==> src/rtl/if_fetch_pkg.sv <==
// Shared CPU definitions for the MIPS31 fetch front end: FSM encoding and reset PC.
package if_fetch_pkg;

  localparam logic [31:0] DEFAULT_RESET_PC = 32'h0040_0000;

  typedef enum logic [1:0] {
    IDLE = 2'd0,
    REQ  = 2'd1,
    HOLD = 2'd2,
    DROP = 2'd3
  } fetch_state_e;

  // DROP still owns a memory request: it must run to completion before the new PC is fetched.
  function automatic logic is_requesting(fetch_state_e s);
    return (s == REQ) || (s == DROP);
  endfunction

endpackage

==> src/rtl/if_fetch_if.sv <==
// Fetch-unit bundle: PC/incrementer loop, redirect, imem req/ack bus and decode valid/ready bus.
interface if_fetch_if;
  logic [31:0] pc;
  logic [31:0] pc_plus4;
  logic        redirect_valid;
  logic [31:0] redirect_pc;
  logic        imem_req;
  logic [31:0] imem_addr;
  logic        imem_ack;
  logic [31:0] imem_rdata;
  logic        inst_valid;
  logic        inst_ready;
  logic [31:0] inst;
  logic [31:0] inst_pc;

  modport master (
    output pc, imem_req, imem_addr, inst_valid, inst, inst_pc,
    input  pc_plus4, redirect_valid, redirect_pc, imem_ack, imem_rdata, inst_ready
  );

  modport slave (
    input  pc, imem_req, imem_addr, inst_valid, inst, inst_pc,
    output pc_plus4, redirect_valid, redirect_pc, imem_ack, imem_rdata, inst_ready
  );
endinterface

==> src/rtl/if_fetch.sv <==
// Instruction-fetch front end: one outstanding imem fetch at a time, one buffered instruction
// toward decode, redirects take effect without abandoning an in-flight memory request.
module if_fetch
  import if_fetch_pkg::*;
#(
  parameter logic [31:0] RESET_PC = DEFAULT_RESET_PC
) (
  input  logic        clk,
  input  logic        rst,
  if_fetch_if.master  bus
);

  fetch_state_e state;
  logic [31:0]  pc_q;
  logic [31:0]  addr_q;
  logic [31:0]  inst_q;
  logic [31:0]  inst_pc_q;

  // NOTE: handshake outputs decode only the state register, so no input reaches them combinationally.
  assign bus.imem_req   = is_requesting(state);
  assign bus.inst_valid = (state == HOLD);
  assign bus.pc         = pc_q;
  assign bus.imem_addr  = addr_q;
  assign bus.inst       = inst_q;
  assign bus.inst_pc    = inst_pc_q;

  // NOTE: all state uses non-blocking assignment so every branch sees pre-edge values.
  always_ff @(posedge clk) begin
    if (rst) begin
      state     <= IDLE;
      pc_q      <= RESET_PC;
      addr_q    <= RESET_PC;
      inst_q    <= '0;
      inst_pc_q <= '0;
    end else begin
      unique case (state)
        IDLE: begin
          state <= REQ;
          if (bus.redirect_valid) begin
            pc_q   <= bus.redirect_pc;
            addr_q <= bus.redirect_pc;
          end
        end

        REQ: begin
          if (bus.imem_ack && !bus.redirect_valid) begin
            inst_q    <= bus.imem_rdata;
            inst_pc_q <= addr_q;
            pc_q      <= bus.pc_plus4;
            state     <= HOLD;
          end else if (bus.imem_ack) begin
            // Word already returned is stale; re-fetch from the target immediately.
            pc_q   <= bus.redirect_pc;
            addr_q <= bus.redirect_pc;
          end else if (bus.redirect_valid) begin
            pc_q  <= bus.redirect_pc;
            state <= DROP;
          end
        end

        DROP: begin
          if (bus.imem_ack) begin
            state <= REQ;
            if (bus.redirect_valid) begin
              pc_q   <= bus.redirect_pc;
              addr_q <= bus.redirect_pc;
            end else begin
              addr_q <= pc_q;
            end
          end else if (bus.redirect_valid) begin
            pc_q <= bus.redirect_pc;
          end
        end

        HOLD: begin
          if (bus.redirect_valid) begin
            pc_q   <= bus.redirect_pc;
            addr_q <= bus.redirect_pc;
            state  <= REQ;
          end else if (bus.inst_ready) begin
            addr_q <= pc_q;
            state  <= REQ;
          end
        end

        default: state <= IDLE;
      endcase
    end
  end

endmodule
==> src/flat_wrapper.sv <==
// flat-port wrapper written by rule: the top's interface ports become plain ports
module if_fetch_flat import if_fetch_pkg::*;
#(
  parameter logic [31:0] RESET_PC = DEFAULT_RESET_PC
)
  (clk, rst, bus_pc, bus_imem_req, bus_imem_addr, bus_inst_valid, bus_inst, bus_inst_pc, bus_pc_plus4, bus_redirect_valid, bus_redirect_pc, bus_imem_ack, bus_imem_rdata, bus_inst_ready);
  if_fetch_if bus_i ();
  input  logic clk;
  input  logic rst;
  output wire logic [$bits(bus_i.pc)-1:0] bus_pc;
  output wire logic [$bits(bus_i.imem_req)-1:0] bus_imem_req;
  output wire logic [$bits(bus_i.imem_addr)-1:0] bus_imem_addr;
  output wire logic [$bits(bus_i.inst_valid)-1:0] bus_inst_valid;
  output wire logic [$bits(bus_i.inst)-1:0] bus_inst;
  output wire logic [$bits(bus_i.inst_pc)-1:0] bus_inst_pc;
  input wire logic [$bits(bus_i.pc_plus4)-1:0] bus_pc_plus4;
  input wire logic [$bits(bus_i.redirect_valid)-1:0] bus_redirect_valid;
  input wire logic [$bits(bus_i.redirect_pc)-1:0] bus_redirect_pc;
  input wire logic [$bits(bus_i.imem_ack)-1:0] bus_imem_ack;
  input wire logic [$bits(bus_i.imem_rdata)-1:0] bus_imem_rdata;
  input wire logic [$bits(bus_i.inst_ready)-1:0] bus_inst_ready;
  assign bus_pc = bus_i.pc;
  assign bus_imem_req = bus_i.imem_req;
  assign bus_imem_addr = bus_i.imem_addr;
  assign bus_inst_valid = bus_i.inst_valid;
  assign bus_inst = bus_i.inst;
  assign bus_inst_pc = bus_i.inst_pc;
  assign bus_i.pc_plus4 = bus_pc_plus4;
  assign bus_i.redirect_valid = bus_redirect_valid;
  assign bus_i.redirect_pc = bus_redirect_pc;
  assign bus_i.imem_ack = bus_imem_ack;
  assign bus_i.imem_rdata = bus_imem_rdata;
  assign bus_i.inst_ready = bus_inst_ready;
  if_fetch #(.RESET_PC(RESET_PC)) u_core (.clk(clk), .rst(rst), .bus(bus_i));
endmodule
==> config.mk <==
export PLATFORM = sky130hd
export DESIGN_NAME = if_fetch_flat
export DESIGN_NICKNAME = d
export VERILOG_FILES = /design/src/rtl/if_fetch_pkg.sv /design/src/rtl/if_fetch_if.sv /design/src/rtl/if_fetch.sv /design/src/flat_wrapper.sv
export SDC_FILE = /design/constraint.sdc
export NUM_CORES = 1
export LEC_CHECK = 0
export ABC_CLOCK_PERIOD_IN_PS = 2200
export BUFFER_PORTS_ARGS = -buffer_cell sky130_fd_sc_hd__buf_4
export CAP_MARGIN = 40
export CORE_UTILIZATION = 50
export CTS_CLUSTER_DIAMETER = 50
export CTS_CLUSTER_SIZE = 40
export DETAILED_ROUTE_END_ITERATION = 10
export GPL_TIMING_DRIVEN = 0
export PLACE_DENSITY = 0.93
export SYNTH_ARGS = -nofsm -noshare
export SYNTH_HDL_FRONTEND = slang
export SYNTH_SLANG_ARGS = --single-unit
==> constraint.sdc <==
create_clock -name clk -period 2.2 [get_ports clk]
set_input_delay 0.33 -clock clk [delete_from_list [all_inputs] [get_ports clk]]
set_output_delay 0.33 -clock clk [all_outputs]
set_load 0.02 [all_outputs]
==> impl_metrics.tcl, run 1 <==
set metrics [dict create \
    skew_ps 13.06 \
    end_kind "flip-flop" \
    crit_start "u_core.state[0]" \
    synth_top_area_cell "dfxtp_1" \
    fin_tns_setup_ps 0 \
    cts_buffer_depth 2 \
    p_leak_uw 0.003659 \
    avgSynthCellArea_um2 8.986 \
    yosysWarnings 0 \
    drt_iter0_drc 461 \
    dieWidth_um 108.1 \
    maxCapViolCount 0 \
    cts_root_buf "clkbuf_8" \
    highest_layer "met4" \
    synth_cell_type_count 27 \
    drv_slew 0 \
    vias_per_cell 5.619 \
    rsz0062_at_grt "false" \
    grt_pass1_wl_mm 27.77 \
    cts_resized 0 \
    netlist_instances 626 \
    gp_congestion 0.8895 \
    synth.area.top_cells "dfxtp_1 46%, nand2_1 9.9%, mux2i_1 9.1%" \
    period_share 0.7929 \
    critical_path_required_ps 2640 \
    hold_viol 0 \
    fin_hold_ws_ps 52.09 \
    via_count 5759 \
    min-delay-path-class "in2reg" \
    first_pass_iters 5 \
    synth.yosys.seq_area_share 0.4626 \
    fin_nets 973 \
    synth_area_um2 5625 \
    h-tree-depth 4 \
    yosysTopAreaCellShare 0.4626 \
    drtAntennaViolNets 0 \
    setup_viol 0 \
    finalWirelength_mm 18.50 \
    routed-wl-met2_mm 9.162 \
    grt_usage 0.3112 \
    wl_met3_mm 1.722 \
    drc 0 \
    clock-sinks 130 \
    worst_slew_pin_slew_ps 839.8 \
    crit_end "u_core.bus.inst_pc[8]" \
    grt_pass1_vias 5527 \
    die_area_um2 11680 \
    initial_core_util 0.5167 \
    max_clock_freq_mhz 573.2 \
    r2r_setup_slack_ps 460 \
    synth-seq-cells 130 \
    cts_setup_buffers 0 \
    n_antenna_cell 0 \
    reg2reg_from "u_core.state[0]" \
    wl_per_cell_um 18.05 \
    hpwl_mm 13.50 \
    relSlewSlack 0.4401 \
    drive_gt1_frac 0.3684 \
    wl_met1_mm 7.257 \
    numCtsBuffers 17 \
    row_count 38 \
    cp-start-kind "flip-flop" \
    die_h_um 108.1 \
    grt_max_degree 17 \
    ir_worst_vdd_mv 0.5271 \
    criticalPathCategory "reg2reg" \
    p_per_area_nw_per_um2 822.1 \
    num_io_pins 231 \
    mostFrequentLayoutCells "236 x buf_4, 148 x nand2_1, 130 x dfxtp_1" \
    rr_endpoint "u_core.bus.inst_pc[8]" \
    clkTransAtPathRegs_ps 60 \
    clk_latency_ps 520 \
    ctsHoldBuffers 0 \
    gr-total-overflow 0 \
    period_needed_ps 1744 \
    final_common_cell "buf_4" \
    cts_tree "built" \
    status "finished, final reports clean" \
    area_growth_pct 44.06 \
    design.core.area_um2 10890 \
    critPathMaxFanout 10 \
    r2r_cells 6 \
    antenna_found_initial 0 \
    cp.arrival_ps 2180 \
    portBuffers 227 \
    syn_nets 727 \
]
==> report_power, final <==
group	switching [uW]	leakage, uW	internal (uW)
Combinational	652	0.00231	522
Clock	1110	0.000284	1740
Sequential	133	0.00107	2500
==> logic make-up after synthesis <==
group | after synthesis | share of synthesized area
compound gates | 150 | 0.2028
buf+inv | 59 | 0.06161
flops | 130 | 0.4626
mux | 52 | 0.09275
simple gates | 235 | 0.1802
==> how the worst min path moves through the flow <==
stage,start,end,slack (ps),cells after the start
after floorplan,bus_imem_rdata[10],u_core.bus.inst[10],470,2
after global placement,u_core.bus.inst[9],u_core.bus.inst[9],440,2
after detailed placement,u_core.bus.inst[16],u_core.bus.inst[16],450,2
after CTS,bus_imem_rdata[5],u_core.bus.inst[5],50,3
after global routing,bus_imem_rdata[6],u_core.bus.inst[6],40,3
final,bus_imem_rdata[16],u_core.bus.inst[16],50,3
==> final cells by class <==
type | count | area (um^2)
well taps | 140 | 175.2
repair buffers | 227 | 1704
flip-flops and latches | 130 | 2603
plain buffers | 59 | 346.6
clock inverters | 14 | 181.4
clock buffers | 18 | 417.9
fillers | 803 | 2784
multi-input cells | 437 | 2676
==> routing by layer <==
layer / track usage / vias up
li1: - / 2694
met1: 0.3603 / 2753
met2: 0.5355 / 277
met3: 0.1013 / 35
met4: 0.1106 / 0
met5: 0 / -
==> per-stage QoR <==
step | cells | utilization | setup slack (ps) | power (uW) | cell area [um^2]
6_report | 1025 | 0.7443 | 455.5 | 6663 | 8104
4_1_cts | 1025 | 0.7443 | 466.1 | 6655 | 8104
2_1_floorplan | 626 | - | 801.2 | 3305 | 5625
3_3_place_gp | 993 | 0.6893 | 326.1 | 3811 | 7505
5_1_grt | 1025 | 0.7443 | 325.0 | 6870 | 8104
3_5_place_dp | 993 | 0.6893 | 232.6 | 3840 | 7505
==> critical path, stage by stage (launching register included) <==
cell,delay [ps]
dfxtp_1,390
nor2b_1,170
buf_4,170
nand2_2,210
clkbuf_1,460
nand2_1,110
a21oi_1,160
==> state kept, by name (all words and copies together) (netlist names) <==
name                  cells
u_core.state              2
u_core.bus.pc            32
u_core.bus.inst          32
u_core.bus.imem_addr     32
u_core.bus.inst_pc       32
==> Yosys cell counts (all sizes together) <==
cell type	count
o21ai	2
and2	1
a221oi	36
buf	34
nor3b	1
nor2	35
nor2b	18
dfxtp	130
nand2	149
a211o	2
a211oi	43
mux2	1
and3	12
mux2i	51
and2b	1
nor3	16
nand2b	2
a21oi	67
clkbuf	25
(Power assumes the default switching activity.)
==> run 2: changes to the inputs <==
- ABC_CLOCK_PERIOD_IN_PS: 2200 -> 1650
- CORE_UTILIZATION: 50 -> 48
- PLACE_DENSITY: 0.93 -> 0.9
- clock period: 2.2 -> 1.65 ns (I/O delays scaled with it)
==> run 2 against run 1 <==
  * Critical path depth down 1
  * Non-clock buffer count up 2
  * Final cell count up 0.39%
  * Critical path type unchanged
==> impl_metrics.tcl, run 2 (synthesized netlist as in run 1, its figures left out) <==
set metrics [dict create \
    drt_iter0_drc 513 \
    wl_per_cell_um 17.64 \
    cp_slowest_cell "dfxtp_1" \
    maxCapViolCount 0 \
    p_int_uw 6655 \
    final_common_cell "buf_4" \
    min-delay-path-class "in2reg" \
    drv_slew 0 \
    drive_gt1_frac 0.3804 \
    gr-total-overflow 0 \
    num_io_pins 231 \
    ctsHoldBuffers 0 \
    cts_buffer_depth 2 \
    fin_tns_setup_ps 0 \
    dieWidth_um 110.3 \
    design.core.area_um2 11420 \
    cp.arrival_ps 1880 \
    initial_core_util 0.4927 \
    p_per_area_nw_per_um2 1112 \
    status "finished, final reports clean" \
    p_comb_frac 0.174 \
    via_count 5683 \
    h-tree-depth 4 \
    clkTransAtPathRegs_ps 60 \
    clk_latency_ps 420 \
    end_kind "flip-flop" \
    grt_pass1_vias 5259 \
    die_h_um 110.3 \
    setup_viol 0 \
    period_share 0.9579 \
    grt_max_degree 17 \
    drtAntennaViolNets 0 \
    period_needed_ps 1581 \
    n_antenna_cell 0 \
    cts_root_buf "clkbuf_16" \
    row_count 39 \
    rsz0062_at_grt "false" \
    seq_power_share 0.385 \
    worst_slew_pin_slew_ps 795.9 \
    netSwitchingPower_uw 2471 \
    criticalPathCategory "reg2reg" \
    cts_tree "built" \
    gp_congestion 0.8139 \
    fin_nets 975 \
    switching_share 0.2708 \
    cp-start-kind "flip-flop" \
    cp_cell_sequence "nand2b_1 > buf_2 > buf_2 > a221oi_1 > a221oi_1" \
    pwr-share-clk 0.442 \
    hold_viol 0 \
    vias_per_cell 5.523 \
    p_total_uw 9127 \
    ir_worst_vdd_mv 0.6539 \
    relSlewSlack 0.4694 \
    mostFrequentLayoutCells "237 x buf_4, 148 x nand2_1, 129 x dfxtp_1" \
    skew_ps 5.228 \
    portBuffers 227 \
    numCtsBuffers 17 \
    grt_pass1_wl_mm 27.03 \
    max_clock_freq_mhz 632.7 \
    hpwl_mm 13.15 \
    drc 0 \
    antenna_found_initial 0 \
    grt_usage 0.2967 \
    critPathMaxFanout 10 \
    p_leak_uw 0.003705 \
    area_growth_pct 45.86 \
    finalWirelength_mm 18.15 \
    cpPeakStageDelay_ps 430 \
    clock-sinks 130 \
    die_area_um2 12160 \
    critical_path_required_ps 1950 \
    num-fill-cells 880 \
    first_pass_iters 5 \
]
run 2: changes by cell type in the layout (fill, tap and decap cells not counted), moves of 2 or more:
cell and delta:
clkbuf_1 -5, a211oi_1 -4, a211oi_2 +4, clkbuf_2 +3, clkinv_4 -2
run 2: stage by stage:
stage                     area, um^2  std cells  setup slack, ps    util  hold WS (ps)
after floorplan                 5625        626            285.2       -         383.5
after global placement          7508        996           -104.8  0.6576         442.5
after detailed placement        7508        996           -133.1  0.6576         447.3
after CTS                       8144       1027            21.76  0.7132         66.12
after global routing            8205       1029            3.911  0.7186         70.06
final                           8205       1029            69.48  0.7186         74.81
run 2: critical path, delay by kind of cell (launching register included):
kind,cells,cell delay [ps]
AO/OA/AOI/OAI,2,440
AND/OR/NAND/NOR,1,130
buffers and inverters,2,460
flip-flops,1,430
run 2: timing repair:
| item | 4_1_cts | 5_1_grt |
|---|---|---|
| endpoints found under the setup margin | 6 | 74 |
| buffers inserted | 0 | 2 |
| pin swaps | 0 | 1 |
| hold endpoints to repair | 0 | 0 |
| gates resized for setup | 1 | 16 |
run 2: final timing paths:
path                                            start  slack [ps]  depth (start not counted)                     to
worst max-delay path                  u_core.state[1]          70                          5      u_core.bus.pc[28]
worst min-delay path               bus_imem_rdata[28]          70                          3    u_core.bus.inst[28]
worst max register to register        u_core.state[1]          70                          5      u_core.bus.pc[28]
worst min register to register  u_core.bus.inst_pc[9]         450                          2  u_core.bus.inst_pc[9]
run 2: final cells by class:
type	count	area, um^2	area share
Sequential cell	130	2604	0.3173
Clock inverter	12	181.4	0.02211
Clock buffer	19	452.9	0.05520
Multi-Input combinational cell	437	2696	0.3286
Buffer	59	360.3	0.04392
Timing Repair Buffer	229	1732	0.2110
Tap cell	143	178.9	0.02181
run 2: per-layer routing:
| metal | share of wire | GRT usage |
|---|---|---|
| met2 | 0.49 | 0.4889 |
| met1 | 0.40 | 0.3564 |
| met5 | 0 | 0 |
| met3 | 0.087 | 0.09347 |
| met4 | 0.020 | 0.1231 |
run 2: power groups by stage:
stage	clock [uW]	combinational [uW]	sequential, uW
6_report	4030	1580	3510
3_3_place_gp	0	1520	3560
5_1_grt	4210	1690	3530
4_1_cts	4040	1550	3500
2_1_floorplan	0	648	3760
3_5_place_dp	0	1540	3570
